--- src/rtl/barrel_sweep_ctrl_if.sv ---
// rtl/barrel_sweep_ctrl_if.sv - word input and result output handshakes of barrel_sweep_ctrl
interface barrel_sweep_ctrl_if #(
  parameter int WIDTH = 4,
  parameter int SHW   = 2
);
  logic             in_valid;
  logic             in_ready;
  logic [WIDTH-1:0] in_data;
  logic             out_valid;
  logic             out_ready;
  logic [WIDTH-1:0] out_data;
  logic [SHW-1:0]   out_amt;
  logic             out_last;

  // Word producer and result consumer side
  modport master (
    output in_valid, in_data, out_ready,
    input  in_ready, out_valid, out_data, out_amt, out_last
  );

  // Sweep controller side
  modport slave (
    input  in_valid, in_data, out_ready,
    output in_ready, out_valid, out_data, out_amt, out_last
  );
endinterface

--- src/rtl/barrel_sweep_ctrl.sv ---
// rtl/barrel_sweep_ctrl.sv - sweeps one accepted word through every rotate amount of barrel_shifter
module barrel_sweep_ctrl #(
  parameter int WIDTH = 4,
  parameter int SHW   = 2
) (
  input  logic               clk,
  input  logic               rst,
  barrel_sweep_ctrl_if.slave bus,
  output logic [WIDTH-1:0]   sh_in,
  output logic [SHW-1:0]     sh_amt,
  input  logic [WIDTH-1:0]   sh_out,
  output logic               busy,
  output logic [7:0]         words_done
);

  typedef enum logic [1:0] {
    IDLE   = 2'd0,
    SAMPLE = 2'd1,
    HOLD   = 2'd2
  } state_t;

  localparam logic [SHW-1:0] K_LAST = SHW'(WIDTH - 1);

  state_t           state;
  logic [WIDTH-1:0] word_q;
  logic [SHW-1:0]   k;

  // word_q and k are cleared on the way back to IDLE, so the shifter sees zeros while idle
  assign sh_in  = word_q;
  assign sh_amt = k;

  // Sweep sequencer: accept a word, then sample/hold one result per shift amount
  always_ff @(posedge clk or posedge rst) begin
    if (rst) begin
      state         <= IDLE;
      word_q        <= '0;
      k             <= '0;
      bus.in_ready  <= 1'b1;
      bus.out_valid <= 1'b0;
      bus.out_data  <= '0;
      bus.out_amt   <= '0;
      bus.out_last  <= 1'b0;
      busy          <= 1'b0;
      words_done    <= 8'd0;
    end else begin
      unique case (state)
        IDLE: begin
          if (bus.in_valid) begin
            word_q       <= bus.in_data;
            k            <= '0;
            bus.in_ready <= 1'b0;
            busy         <= 1'b1;
            state        <= SAMPLE;
          end
        end
        SAMPLE: begin
          bus.out_data  <= sh_out;
          bus.out_amt   <= k;
          bus.out_last  <= (k == K_LAST);
          bus.out_valid <= 1'b1;
          state         <= HOLD;
        end
        HOLD: begin
          if (bus.out_ready) begin
            bus.out_valid <= 1'b0;
            if (bus.out_last) begin
              if (words_done != 8'hFF) begin
                words_done <= words_done + 8'd1;
              end
              word_q       <= '0;
              k            <= '0;
              bus.in_ready <= 1'b1;
              busy         <= 1'b0;
              state        <= IDLE;
            end else begin
              k     <= k + 1'b1;
              state <= SAMPLE;
            end
          end
        end
        default: begin
          word_q        <= '0;
          k             <= '0;
          bus.in_ready  <= 1'b1;
          bus.out_valid <= 1'b0;
          busy          <= 1'b0;
          state         <= IDLE;
        end
      endcase
    end
  end

endmodule

--- src/flat_wrapper.sv ---
// flat-port wrapper written by rule: the top's interface ports become plain ports
module barrel_sweep_ctrl_flat 
#(
  parameter int WIDTH = 4,
  parameter int SHW   = 2
)
  (clk, rst, sh_in, sh_amt, sh_out, busy, words_done, bus_in_valid, bus_in_data, bus_out_ready, bus_in_ready, bus_out_valid, bus_out_data, bus_out_amt, bus_out_last);
  barrel_sweep_ctrl_if #(.WIDTH(WIDTH), .SHW(SHW)) bus_i ();
  input  logic clk;
  input  logic rst;
  output logic [WIDTH-1:0] sh_in;
  output logic [SHW-1:0] sh_amt;
  input  logic [WIDTH-1:0] sh_out;
  output logic busy;
  output logic [7:0] words_done;
  input wire logic [$bits(bus_i.in_valid)-1:0] bus_in_valid;
  input wire logic [$bits(bus_i.in_data)-1:0] bus_in_data;
  input wire logic [$bits(bus_i.out_ready)-1:0] bus_out_ready;
  output wire logic [$bits(bus_i.in_ready)-1:0] bus_in_ready;
  output wire logic [$bits(bus_i.out_valid)-1:0] bus_out_valid;
  output wire logic [$bits(bus_i.out_data)-1:0] bus_out_data;
  output wire logic [$bits(bus_i.out_amt)-1:0] bus_out_amt;
  output wire logic [$bits(bus_i.out_last)-1:0] bus_out_last;
  assign bus_i.in_valid = bus_in_valid;
  assign bus_i.in_data = bus_in_data;
  assign bus_i.out_ready = bus_out_ready;
  assign bus_in_ready = bus_i.in_ready;
  assign bus_out_valid = bus_i.out_valid;
  assign bus_out_data = bus_i.out_data;
  assign bus_out_amt = bus_i.out_amt;
  assign bus_out_last = bus_i.out_last;
  barrel_sweep_ctrl #(.WIDTH(WIDTH), .SHW(SHW)) u_core (.clk(clk), .rst(rst), .bus(bus_i), .sh_in(sh_in), .sh_amt(sh_amt), .sh_out(sh_out), .busy(busy), .words_done(words_done));
endmodule
--- config.mk ---
export PLATFORM = sky130hd
export DESIGN_NAME = barrel_sweep_ctrl_flat
export DESIGN_NICKNAME = d
export VERILOG_FILES = /design/src/rtl/barrel_sweep_ctrl_if.sv /design/src/rtl/barrel_sweep_ctrl.sv /design/src/flat_wrapper.sv
export SDC_FILE = /design/constraint.sdc
export NUM_CORES = 1
export LEC_CHECK = 0
export CAP_MARGIN = 20
export CORE_MARGIN = 3
export CORE_UTILIZATION = 30
export CTS_CLUSTER_SIZE = 20
export DETAILED_ROUTE_END_ITERATION = 6
export PLACE_DENSITY_LB_ADDON = 0.2
export SETUP_SLACK_MARGIN = 0.1
export SLEW_MARGIN = 20
export SYNTH_ARGS = -nofsm -noshare
export SYNTH_HDL_FRONTEND = slang
export SYNTH_SLANG_ARGS = --single-unit
--- constraint.sdc ---
create_clock -name clk -period 1.37 [get_ports clk]
set_input_delay 0.274 -clock clk [delete_from_list [all_inputs] [get_ports clk]]
set_output_delay 0.274 -clock clk [all_outputs]
set_load 0.01 [all_outputs]
==> run metrics <==
result of the run=finished, violations left; violations in the final reports=setup timing; proportion of register bits with asynchronous set or reset after synthesis=100.0%; startpoint of the worst-slack reg-to-reg timing path=u_core.words_done[1]; overall routed net length=2.920 mm; layout cells sized above 1=between 30% and 40%; Die Span X=68.01 microns; area leader, netlist=sky130_fd_sc_hd__dfrtp_1; shortest clock period the worst path allows after layout=1.391 ns; share of synthesized area occupied by flip-flops and latches=56.51%; most common flop cell mapped by yosys=sky130_fd_sc_hd__dfrtp_1; Fmax achieved=around 0.7 GHz; number of placement rows=21; NetSw=1.180 mW; most numerous cell in the Yosys netlist=sky130_fd_sc_hd__dfrtp_1; global-route total usage across every layer=12.99%; fraction of the cycle the final worst path needs=101.5%; count of input and output buffers=35; final-stage net count=179; effective utilization at floorplan=32.76%; Finished Cell Area=1938 sq um; class of the tightest hold or removal check=in2async; Final Total Pwr=3.464 mW; global routing met3 resource utilization=under 10%; Netlist cell types=30; largest net degree at the start of global routing=17; cell count after synthesis=97; delay of the slowest critical-path stage=0.40 ns; cell-by-cell trace of the critical path=ha_4 -> nand3_4 -> o21ai_4 -> mux2_4; clock tree root driver cell=sky130_fd_sc_hd__clkbuf_8; Internal Power=between 2 and 2.5 mW; worst-case clock skew=0.01051 ns; global routing usage on met2=22.38%; Area Overhead vs Synth=68.00%; setup_tns=-0.03614 ns; worst r2r dst=u_core.words_done[1]; clock transition at the register clock pins on the worst setup and hold paths after CTS=0.10 ns; instance area after placement=1687 sq um; Final Core Density=between 50% and 60%; flop2flop setup slack=-0.02 ns; part of the power in the clock network=about 14%; CTS sink cnt=26; Max stage delay cell, worst path=sky130_fd_sc_hd__dfrtp_1; synthesized area=between 1000 and 1500 sq um; Synth top area share=54.23%; post-DR vias/cell=4.614; Worst Reg2Reg Path Length in Cells=4; CTS Buffer Depth=2; part of the total power dissipated in sequential elements=34.0%; critical path start-end classification=reg2reg; number of detailed-route iterations in the first pass=4; power share of the combinational group=51.5%; # IOs=36; fill cell instance count of the final layout=319; Worst-Skew Late Latency=about 0.28 ns; maximum level of the CTS H-tree=1; Detailed Route Iter0 Violations=33; Detail Placement HPWL=between 1.5 and 2 mm; top cells by instance count after synthesis=sky130_fd_sc_hd__dfrtp_1 (25), sky130_fd_sc_hd__inv_1 (7), sky130_fd_sc_hd__mux2_2 (7); Max Cap Violations=0; global-route wire length before repair=about 4.5 mm; count of hold-fix buffers inserted at cts=0; Leakage=0.9611 nW; worst path arrival time=between 1.5 and 2 ns; wire length per cell=around 14 microns; TritonCTS clock tree=done; Rel. slew slack=79.29%; IR Drop Worst-Case VDD=roughly 0.0012 V; global route total overflow=0; Avg Synthesized Cell Area=around 12 sq um; routed vias=slightly below 1,000; overall die height=68.01 microns; number of warnings issued by yosys=0; RSZ-0062 raised after global routing=true; actual slew at the worst max-slew pin=0.3046 ns; global-route met1 utilization=roughly 15%; number of endpoints with negative hold slack in the final report=0; top fanout value on the critical path=8; number of global-route vias before repair=~960; cell types occupying the most area after synthesis=sky130_fd_sc_hd__dfrtp_1 (54%), sky130_fd_sc_hd__mux2_2 (6.8%), sky130_fd_sc_hd__xor2_1 (4.6%); Synthesized Nets=111; cell family contributing the most delay on the critical path=flip-flops; final setup fails=2; number of routed nets with antenna violations=0; initial antenna violation count=0; power density cells=between 1500 and 2000 nW/um^2; grt peak-use layer=met2; proportion of total power due to net switching=between 30% and 40%; Routability Congestion=0.7425; number of enable-type register cells in the synthesized netlist=0; area inside the core boundary=3521 sq um; Setup crit end kind=flop; Final WS setup=-0.02077 ns; kind of launch point of the worst setup path=flop; Die Area=between 4000 and 5000 sq um; number of remaining DRC errors=0; antenna diode count=0; required time of the critical path=between 1.5 and 2 ns; sum of buffers and inverters on the critical path=0; clock buffers created by TritonCTS=3; Slew Limit Fails=0; number of synthesized register bits=26
## tightest hold or removal path, cell delays in order
cell                              delay, ns
sky130_fd_sc_hd__clkdlybuf4s50_1       0.40
sky130_fd_sc_hd__inv_1                 0.07
sky130_fd_sc_hd__buf_4                 0.18
## routing by layer
layer	share of wire [%]	vias to the layer above
li1	-	462
met1	43	477
met2	50	25
met3	6.2	5
met4	0.82	0
met5	0	-
## state kept, by name, indices dropped and copies added, names as in the netlist
name,count
u_core.words_done,8
u_core.bus.out_valid,1
u_core.bus.out_amt,2
u_core.busy,1
u_core.bus.in_ready,1
u_core.sh_amt,2
u_core.bus.out_data,4
u_core.bus.out_last,1
u_core.state,2
u_core.sh_in,4
## power groups by stage
stage	logic [mW]	clock network (mW)	registers [mW]
finish	1.78	0.504	1.18
CTS	1.55	0.516	1.17
floorplan	0.627	0	1.28
global route	1.93	0.549	1.21
global placement	1.43	0	1.17
detailed placement	1.47	0	1.19
## kinds of logic (layout without fill, tap and decap cells)
group                      Yosys count  count (layout)  synth area share (%)
AOI/OAI and AO/OA                   13              13                 6.833
xor gates and xnor gates             8               8                 6.074
adders and majority gates            2               2                 2.169
buffers and inverters               10              76                 4.122
DFF                                 26              26                 56.51
muxes                               10              11                 9.870
and+or+nand+nor                     28              28                 14.43
## area by class of cell
cell class | instances | area [sq um] | area share [%]
flip-flops and latches | 26 | 651.9 | 33.63
inverters | 7 | 26.28 | 1.356
multi-input cells | 62 | 578.1 | 29.83
well taps | 46 | 57.56 | 2.970
clock buffers | 4 | 55.05 | 2.841
repair buffers | 65 | 569.3 | 29.37
## how the worst max path moves through the flow
stage	startpoint	to	slack (ns)	cells after the start
after floorplan	u_core.words_done[0]	u_core.words_done[1]	-0.08	4
after global placement	bus_out_ready	u_core.words_done[7]	-0.27	5
after detailed placement	bus_in_valid	u_core.sh_in[3]	-0.31	5
after CTS	u_core.words_done[1]	u_core.words_done[1]	-0.02	4
after global routing	u_core.bus.out_last	u_core.words_done[7]	-0.09	6
final	u_core.words_done[1]	u_core.words_done[1]	-0.02	4
## cell usage in the layout, fill, tap and decap left out, types with 5 or more instances in the layout
| cell | n |
|---|---|
| sky130_fd_sc_hd__nor2_1 | 6 |
| sky130_fd_sc_hd__clkdlybuf4s50_1 | 10 |
| sky130_fd_sc_hd__mux2_4 | 8 |
| sky130_fd_sc_hd__dlygate4sd2_1 | 15 |
| sky130_fd_sc_hd__dfrtp_1 | 25 |
| sky130_fd_sc_hd__clkdlybuf4s15_1 | 6 |
| sky130_fd_sc_hd__inv_1 | 7 |
| sky130_fd_sc_hd__buf_4 | 24 |
| sky130_fd_sc_hd__nand3_1 | 5 |
| sky130_fd_sc_hd__buf_6 | 6 |
| sky130_fd_sc_hd__xor2_1 | 6 |
## timing repair
item,in CTS,in global routing
hold endpoints to repair,0,0
buffers inserted,8,4
setup endpoints to repair,45,31
pin swaps,5,6
cloned,0,1
resized for setup,52,19
## metrics by stage
step                hold slack (ns)  worst slack [ns]  std cells
floorplan                    0.3133          -0.08443         97
global placement             0.4566           -0.2745        193
detailed placement           0.4661           -0.3082        193
CTS                          0.3040          -0.01641        205
global route                 0.3330          -0.09134        210
finish                       0.3057          -0.02077        210
Note: power is estimated with default switching activity, not from simulation.
